<file path="config.mk">
export PLATFORM = sky130hd
export DESIGN_NAME = bit_serial_adder
export DESIGN_NICKNAME = d
export VERILOG_FILES = /design/src/rtl/bit_serial_adder_pkg.sv /design/src/rtl/bit_serial_adder_csa.sv /design/src/rtl/bit_serial_adder.sv
export SDC_FILE = /design/constraint.sdc
export NUM_CORES = 1
export LEC_CHECK = 0
export BUFFER_PORTS_ARGS = -buffer_cell sky130_fd_sc_hd__buf_2
export CORE_MARGIN = 2
export CORE_UTILIZATION = 57
export DETAILED_ROUTE_END_ITERATION = 8
export PLACE_DENSITY = 0.86
export SETUP_SLACK_MARGIN = 0.3
export SLEW_MARGIN = 15
export SYNTH_ARGS = -nofsm -noshare
export SYNTH_HDL_FRONTEND = slang
export SYNTH_SLANG_ARGS = --single-unit
</file>
<file path="constraint.sdc">
create_clock -name clk -period 4.3 [get_ports clk]
set_input_delay 0.86 -clock clk [delete_from_list [all_inputs] [get_ports clk]]
set_output_delay 0.86 -clock clk [all_outputs]
set_load 0.005 [all_outputs]
</file>
<file path="src/rtl/bit_serial_adder_pkg.sv">
// Shared definitions for the bit-serial adder: FSM encoding and counter sizing.
package bit_serial_adder_pkg;

  // Encoding 2'd3 is never entered; the top decodes it as idle.
  typedef enum logic [1:0] {
    ST_IDLE = 2'd0,
    ST_RUN  = 2'd1,
    ST_DONE = 2'd2,
    ST_RSVD = 2'd3
  } state_t;

  // Bit counter width: enough to hold WIDTH-1, never narrower than one bit.
  function automatic int cnt_width(input int w);
    return (w <= 2) ? 1 : $clog2(w);
  endfunction

endpackage

</file>
<file path="src/rtl/bit_serial_adder_csa.sv">
// One-bit conditional-sum cell: both sum/carry candidates are formed up front
// and the incoming carry only drives the final select.
module conditional_sum_adder (
  input  logic a,
  input  logic b,
  input  logic carry_in,
  output logic sum,
  output logic carry_out
);

  logic sum_c0;
  logic sum_c1;
  logic co_c0;
  logic co_c1;

  // Candidate results for carry 0 / carry 1, then carry-driven selection.
  always_comb begin
    sum_c0    = a ^ b;
    sum_c1    = ~(a ^ b);
    co_c0     = a & b;
    co_c1     = a | b;
    sum       = carry_in ? sum_c1 : sum_c0;
    carry_out = carry_in ? co_c1  : co_c0;
  end

endmodule

</file>
<file path="src/rtl/bit_serial_adder.sv">
// Bit-serial unsigned adder: captures two WIDTH-bit operands and a carry,
// feeds them LSB-first through a one-bit cell with a registered carry loop,
// and returns the WIDTH-bit sum plus final carry through a valid/ready port.
module bit_serial_adder
  import bit_serial_adder_pkg::*;
#(
  parameter int WIDTH = 8
) (
  input  logic             clk,
  input  logic             rst,
  input  logic             in_valid,
  output logic             in_ready,
  input  logic [WIDTH-1:0] a,
  input  logic [WIDTH-1:0] b,
  input  logic             carry_in,
  output logic             out_valid,
  input  logic             out_ready,
  output logic [WIDTH-1:0] sum,
  output logic             carry_out,
  output logic             busy
);

  if (WIDTH < 1) begin : g_width_check
    $error("bit_serial_adder: WIDTH must be >= 1");
  end

  localparam int                CNT_W    = cnt_width(WIDTH);
  localparam logic [CNT_W-1:0]  CNT_LAST = CNT_W'(WIDTH - 1);

  state_t           state_q;
  state_t           state_d;
  state_t           state_cur;
  logic [CNT_W-1:0] cnt;
  logic             c_q;
  logic [WIDTH-1:0] a_sr;
  logic [WIDTH-1:0] b_sr;
  logic [WIDTH-1:0] res_sr;
  logic [WIDTH-1:0] res_next;
  logic             last_bit;
  logic             accept;
  logic             cell_sum;
  logic             cell_co;

  conditional_sum_adder u_cell (
    .a         (a_sr[0]),
    .b         (b_sr[0]),
    .carry_in  (c_q),
    .sum       (cell_sum),
    .carry_out (cell_co)
  );

  // Decode the state register (unused code maps to idle), derive next state and handshake flags.
  always_comb begin
    state_cur = ST_IDLE;
    state_d   = ST_IDLE;
    in_ready  = 1'b0;
    out_valid = 1'b0;
    busy      = 1'b0;
    if (state_q == ST_RUN || state_q == ST_DONE) begin
      state_cur = state_q;
    end
    last_bit = (cnt == CNT_LAST);
    accept   = 1'b0;
    case (state_cur)
      ST_RUN: begin
        busy    = 1'b1;
        state_d = last_bit ? ST_DONE : ST_RUN;
      end
      ST_DONE: begin
        busy      = 1'b1;
        out_valid = 1'b1;
        state_d   = out_ready ? ST_IDLE : ST_DONE;
      end
      default: begin
        in_ready = 1'b1;
        accept   = in_valid;
        state_d  = in_valid ? ST_RUN : ST_IDLE;
      end
    endcase
  end

  // Next value of the result shift register: new sum bit enters at the MSB.
  always_comb begin
    res_next           = res_sr >> 1;
    res_next[WIDTH-1]  = cell_sum;
  end

  // State register.
  always_ff @(posedge clk) begin
    if (rst) begin
      state_q <= ST_IDLE;
    end else begin
      state_q <= state_d;
    end
  end

  // Control-side registers: bit counter, carry loop and the held result.
  always_ff @(posedge clk) begin
    if (rst) begin
      cnt       <= '0;
      c_q       <= 1'b0;
      sum       <= '0;
      carry_out <= 1'b0;
    end else if (accept) begin
      cnt <= '0;
      c_q <= carry_in;
    end else if (state_cur == ST_RUN) begin
      c_q <= cell_co;
      if (last_bit) begin
        cnt       <= '0;
        sum       <= res_next;
        carry_out <= cell_co;
      end else begin
        cnt <= cnt + CNT_W'(1);
      end
    end
  end

  // Operand and result shift registers; contents are only meaningful during RUN.
  always_ff @(posedge clk) begin
    if (accept) begin
      a_sr <= a;
      b_sr <= b;
    end else if (state_cur == ST_RUN) begin
      a_sr   <= a_sr >> 1;
      b_sr   <= b_sr >> 1;
      res_sr <= res_next;
    end
  end

endmodule

</file>
# Word-level counts from Yosys, hierarchy flattened
# Index checks and enable logic that the tools add are counted.
# word_totals
reg_bits,39
in_bits,21
out_inout_bits,12
elab_cells,43
# op_classes
addsub,1
n_eq_ne,5
muxes,18
bitwise_logic,5
n_reduce_logical,6
# op_table
op,count
8-bit 2-to-1 mux,4
1-bit 2-to-1 mux,9
2-bit 2-to-1 mux,3
2-bit by 1-bit equality test with 1-bit output (second input constant),2
2-bit equality test (second input constant),2
2-bit one-hot mux with 2 select lines,1
2-bit OR reduction,2
3-bit by 1-bit adder with 3-bit output (second input constant),1
3-bit equality test (second input constant),1
3-bit 2-to-1 mux,1
3-bit AND reduction,1
1-bit NOT,2
2-bit AND reduction,1
2-bit nonzero test,1
1-bit AND,1
1-bit logical OR,1
1-bit OR,1
1-bit XOR,1

# Longest topological paths before layout
# Gate-level depths: netlist of run 1.
# depth
ltp_word,8
ltp_mapped,7
ltp_nobuf,5

# By module
# From an unflattened synthesis of run 1, not the netlist that was laid out.
# unflattened
cells_unflattened,122
area_unflattened_um2,1655.3
# modules_own_cells
mod,instances,cells_each,area_each_um2
bit_serial_adder,1,115,1600.3
conditional_sum_adder,1,7,55.1

# Worst setup path after synthesis of run 1
# OpenSTA, ideal clock, no wires.
# synth_timing
path_type,input to register
startpoint,input in_valid
endpoint,register a_sr[0] (enable)
arrival_time_ns,1.584
required_time_ns,3.937
slack_ns,2.353
stages,3
cell_sequence,nand2_2 > clkbuf_1 > nand2_1
# synth_between
elab_chain_len,2
# synth_rtl
element,line,text
start: declaration,bit_serial_adder.sv:11,"input logic in_valid,"
1-bit 2-to-1 mux,bit_serial_adder.sv:64,case (state_cur)
2-bit nonzero test (no source line),-,
end signal: assignment,bit_serial_adder.sv:125,a_sr <= a_sr >> 1;
end: declaration,bit_serial_adder.sv:35,logic [WIDTH-1:0] a_sr;
# No other way between the ends.
# A chain may end at the register's enable or synchronous reset.

# Worst setup path after layout of run 1
# layout_timing
startpoint,register state_q[0]
endpoint,output busy
# layout_between
elab_chain_len,6
elab_cells_between_ends,8
cone_classes,eq/ne (4); mux (2); reduce/logical (2)
# layout_rtl
element,line,text
start: declaration,bit_serial_adder.sv:30,state_t state_q;
start signal: assignment,bit_serial_adder.sv:93,state_q <= state_d;
2-bit by 1-bit equality test with 1-bit output / 2-bit equality test (equally long branches),bit_serial_adder.sv:59,if (state_q == ST_RUN || state_q == ST_DONE) begin
1-bit logical OR,bit_serial_adder.sv:59,
2-bit 2-to-1 mux *,bit_serial_adder.sv:59,
2-bit by 1-bit equality test with 1-bit output / 2-bit equality test (equally long branches),bit_serial_adder.sv:64,
2-bit OR reduction (no source line) *,-,
1-bit 2-to-1 mux *,bit_serial_adder.sv:64,
end: declaration,bit_serial_adder.sv:20,output logic busy
# Mark *: on every way between the ends. The rest lies on a longest branch, timed or not.

==> impl_metrics.ini, run 1 <==
[critical_path]
cp_slowest_stage_delay_ns = 0.40
r2r_end = a_sr[2]$_DFFE_PP_
cp_top_family = adder cells
critPathBufInv = 3
required_ns = 3.44
r2r_cells = 4
cpMostUsedCell = inv_1
endpoint_kind = output pin
critPathMaxFanout = 8
cpMaxStageDelayCell = ha_1
path_class = register to output pin
arrival_ns = 1.35
r2r-start = state_q[0]$_SDFF_PP0_
start_kind = register
cp_cell_sequence = inv_1 > ha_1 > inv_1 > buf_2
r2r_slack_ns = 2.17

[floorplan]
core-area_um2 = 2760
die_x_um = 57.7
dieArea_um2 = 3330
rows = 19
initial_core_util_pct = 59.5
die_h_um = 57.7
io_pins = 33

[final_layout]
n_antenna_cell = 0
fin_area_um2 = 1870
multi_input_area_um2 = 554
fin_nets = 213
register_area_um2 = 991
final_cell_mix = nand2_1, buf_2, edfxtp_1, dfxtp_1, a21oi_1
layout_commonest_cell = nand2_1
nFillCells = 230
areaGrowthSynthToFinish_pct = 14.0
drive_above_1_share_pct = 25.8

[clock_tree]
ctsResizeCount = 0
cts-buffers-inserted = 5
ctsHoldBuffers = 0
cts_setup_buffers = 0
cts_buffer_depth = 2
clkSlewWorstSetupHoldPaths_ns = 0.13
cts_tree = built
insertion_delay_ns = 0.35
root_buffer = clkbuf_4
cts_sinks = 38
htreeDepth = 2

[placed_design]
place_congestion = 0.770
portBuffers = 32
dp_hpwl_um = 2060
placed_cell_area_um2 = 1770

[yosys]
synth_cell_types = 30
ys_warn_count = 0
syn_area_um2 = 1640
synth-async-reset-ratio_pct = 0
synth_edf_count = 23
ys_seq_area_share_pct = 60.4
synth_fp_nets = 182
synth-main-ff-cell = edfxtp_1
synth_cells = 154
ys_ff_latch = 38
synth_area_per_cell_um2 = 10.7

[sta]
drv_slew = 0
hold_viol = 0
period_share_pct = 51.4
rsz0062_at_grt = false
finalSetupViolCount = 0
fin_worst_skew_ns = 0.0158
layout_min_cycle_time_ns = 2.21
fmax_ghz = 0.453
setup_tns_ns = 0
worst_pin_slew_ns = 0.651
slew_headroom_pct = 56.5

[grt]
met2_usage_pct = 32.5
use_met3_pct = 6.92
first_global_vias = 1130
grt.total_usage_pct = 20.3
grt.busiest_layer = met2
grt_use_met1_pct = 26.8
grt_pass1_wl_um = 5070
grt-ovfl-total = 0
antenna_found_initial = 0
grt_start_max_net_pins = 28

[worst_hold_path]
hold_class = register to register
whs_path_depth = 0
worstHoldStart = res_sr[4]$_DFFE_PP_
hold_path_end = res_sr[3]$_DFFE_PP_

[pwr]
ir_worst_vdd_uv = 343
finalPower_mw = 0.774
p_leak_nw = 0.834
p_per_area_nw_per_um2 = 414

[route]
vias_per_cell = 5.45
vias = 1183
ant_nets = 0
first_pass_iters = 4
drtIter0Drc = 29
wl_per_cell_um = 14.0
drt_wl_total_um = 3030
route.detailed.drc = 0

[run_status]
outcome = finished, final reports clean

[run]
maxCapViolations = 0
-- cell usage after synthesis (2+ instances only) --
library cell  count  area (um^2)
nand2_1          45          169
edfxtp_1         23          691
dfxtp_1          15          300
a21oi_1          12         60.1
ha_1              7         87.6
nand3_1           7         35.0
inv_1             6         22.5
o21ai_0           6         30.0
nor3_1            5         25.0
buf_4             3         22.5
and3_1            2         12.5
clkbuf_1          2         7.51
mux2i_1           2         20.0
nor2b_1           2         12.5
nor3_2            2         20.0
-- power by group --
| part | internal, mW | leakage [nW] | switching, mW |
|---|---|---|---|
| sequential | 0.418 | 0.347 | 0.00924 |
| combinational | 0.0246 | 0.433 | 0.0441 |
| clock | 0.159 | 0.0536 | 0.120 |
-- metrics by stage --
step	util (%)	hold WS, ns	instances	setup WS (ns)
6_report	67.9	0.468	217	2.09
3_3_place_gp	64.2	0.435	209	2.09
5_1_grt	67.9	0.490	217	1.95
2_1_floorplan	-	0.426	154	2.35
3_5_place_dp	64.2	0.443	209	2.00
4_1_cts	67.9	0.463	217	2.09
-- routing by layer --
metal,wire length [um],up-vias
met1,1260,551
met4,40,0
met5,0,-
met2,1510,40
li1,-,586
met3,216,6
-- layout make-up --
cell class / instances / area share (%)
Sequential cell: 38 / 52.9
Multi-Input combinational cell: 101 / 29.6
Timing Repair Buffer: 32 / 8.56
Clock buffer: 6 / 3.34
Clock inverter: 2 / 2.07
Tap cell: 31 / 2.07
Inverter: 7 / 1.40
-- logic make-up after synthesis --
| family | share of synthesized area (%) |
|---|---|
| buf+inv | 5.87 |
| xor+xnor | 0.534 |
| fa+ha+maj | 5.34 |
| simple gates | 19.6 |
| mux | 1.22 |
| compound gates | 7.09 |
| flops | 60.4 |
-- state kept, by name, summed over array words and instances (netlist names) --
| name | count |
|---|---|
| b_sr | 8 |
| res_sr | 7 |
| carry_out | 1 |
| cnt | 3 |
| c_q | 1 |
| a_sr | 8 |
| sum | 8 |
| state_q | 2 |
-- worst max path at each step --
stage                          start                 to  slack (ns)  depth (start not counted)
6_report       state_q[0]$_SDFF_PP0_               busy        2.09                          4
3_3_place_gp                in_valid  b_sr[6]$_DFFE_PP_        2.09                          3
5_1_grt        state_q[0]$_SDFF_PP0_  a_sr[2]$_DFFE_PP_        1.95                          4
3_5_place_dp                in_valid  b_sr[3]$_DFFE_PP_        2.00                          3
2_1_floorplan               in_valid  a_sr[0]$_DFFE_PP_        2.35                          3
4_1_cts        state_q[0]$_SDFF_PP0_               busy        2.09                          4
Note: power is estimated with default switching activity, not from simulation.
==> run 2, diff against run 1 <==
- CORE_UTILIZATION: 57 -> 48
- PLACE_DENSITY: 0.86 -> 0.78
- clock period: 4.3 -> 1.86 ns (I/O delays scaled with it)
==> impl_metrics.ini, run 2 (synthesized netlist as in run 1, its figures left out) <==
[critical_path]
start_kind = register
cp_top_family = flip-flops
cp_slowest_stage_delay_ns = 0.35
critPathMaxFanout = 4
arrival_ns = 1.24
critPathBufInv = 4
endpoint_kind = output pin
r2r_cells = 8
required_ns = 1.49
cpMaxStageDelayCell = dfxtp_2
cp_num_cells = 5
cp_cell_sequence = inv_2 > ha_4 > buf_6 > inv_2 > buf_6
path_class = register to output pin

[final_layout]
drive_above_1_share_pct = 35.0
n_antenna_cell = 0
final_cell_mix = nand2_1, buf_2, edfxtp_1, dfxtp_1, a21oi_1
fin_area_um2 = 2080
layout_commonest_cell = nand2_1
biggestRegsByFlops = a_sr x8, b_sr x8, sum x8
final_cells = 243
areaGrowthSynthToFinish_pct = 26.6
nFillCells = 292
fin_nets = 224

[clock_tree]
cts_sinks = 38
htreeDepth = 2
insertion_delay_ns = 0.35
clkSlewWorstSetupHoldPaths_ns = 0.11
cts-buffers-inserted = 5
cts_tree = built
root_buffer = clkbuf_4
cts_buffer_depth = 2

[grt]
grt-ovfl-total = 0
grt_pass1_wl_um = 5580
grt.total_usage_pct = 18.2
grt_start_max_net_pins = 17
antenna_found_initial = 0
first_global_vias = 1200

[route]
wl_per_cell_um = 14.2
vias_per_cell = 5.18
first_pass_iters = 4
drtIter0Drc = 88
vias = 1258
drt_wl_total_um = 3450
ant_nets = 0
route.detailed.drc = 0

[sta]
fmax_ghz = 0.620
worst_pin_slew_ns = 0.314
layout_min_cycle_time_ns = 1.61
hold_viol = 0
rsz0062_at_grt = true
drv_slew = 0
period_share_pct = 86.8
setup_tns_ns = 0
fin_worst_skew_ns = 0.00649
slew_headroom_pct = 79.0
finalSetupViolCount = 0

[worst_hold_path]
whs_path_depth = 3
hold_class = input pin to register

[placed_design]
placed_cell_area_um2 = 1820
portBuffers = 32
dp_hpwl_um = 2000
place_congestion = 0.757
dp_cells = 227

[floorplan]
die_h_um = 62.5
initial_core_util_pct = 49.6
die_x_um = 62.5
core-area_um2 = 3310
io_pins = 33
dieArea_um2 = 3900
rows = 21

[pwr]
p_leak_nw = 0.905
p_per_area_nw_per_um2 = 929
ir_worst_vdd_uv = 601

[run]
maxCapViolations = 0

[run_status]
outcome = finished, final reports clean
run 2: power by group:
group	internal [mW]	total, mW	switching (mW)
clock	0.455	0.732	0.277
sequential	0.965	0.985	0.0207
combinational	0.0925	0.214	0.121
run 2: worst min-delay path, delay by kind of cell:
kind | cells | cell delay (ns)
AOI/OAI and AO/OA | 1 | 0.05
buffers and inverters | 1 | 0.10
and+or+nand+nor | 1 | 0.05
run 2: path summary, 6_finish.rpt:
kind                                             from                   to  slack [ns]
worst max-delay path            state_q[0]$_SDFF_PP0_                 busy        0.25
worst min-delay path                         carry_in     c_q$_SDFFE_PP0P_        0.27
worst max register to register  state_q[0]$_SDFF_PP0_    b_sr[0]$_DFFE_PP_        0.33
worst min register to register    res_sr[3]$_DFFE_PP_  res_sr[2]$_DFFE_PP_        0.47
run 2: timing repair:
item / in CTS / in global routing
pin swaps: 1 / 2
cloned: 1 / 2
buffers inserted: 4 / 1
resized for setup: 7 / 12
endpoints found under the setup margin: 6 / 45
hold buffers: 0 / 0
run 2: final cells by class:
class                      instances  area, um^2  area share, %
inverter                           7        26.3           1.26
sequential                        38         993           47.8
clock buffer                       6        51.3           2.47
tap                               46        57.6           2.77
clock inverter                     2        60.1           2.89
timing repair buffer              41         263           12.6
multi-input combinational        103         627           30.2
run 2: per-layer routing:
metal / GRT usage (%) / vias to the layer above / share of wire, %
met5: 0 / - / 0
met4: 5.83 / 0 / 1.7
met3: 5.41 / 7 / 6.1
met2: 29.2 / 51 / 49
met1: 23.7 / 590 / 43
li1: - / 610 / -
run 2: per-stage QoR:
step                      hold slack, ns  setup WS [ns]  total power, mW  utilization, %
after floorplan                    0.426          0.305             1.12               -
after global placement             0.431          0.308             1.16            55.0
after detailed placement           0.441          0.250             1.17            55.0
after CTS                          0.266          0.245             1.91            60.2
after global routing               0.256          0.201             2.01            62.8
final                              0.268          0.246             1.93            62.8
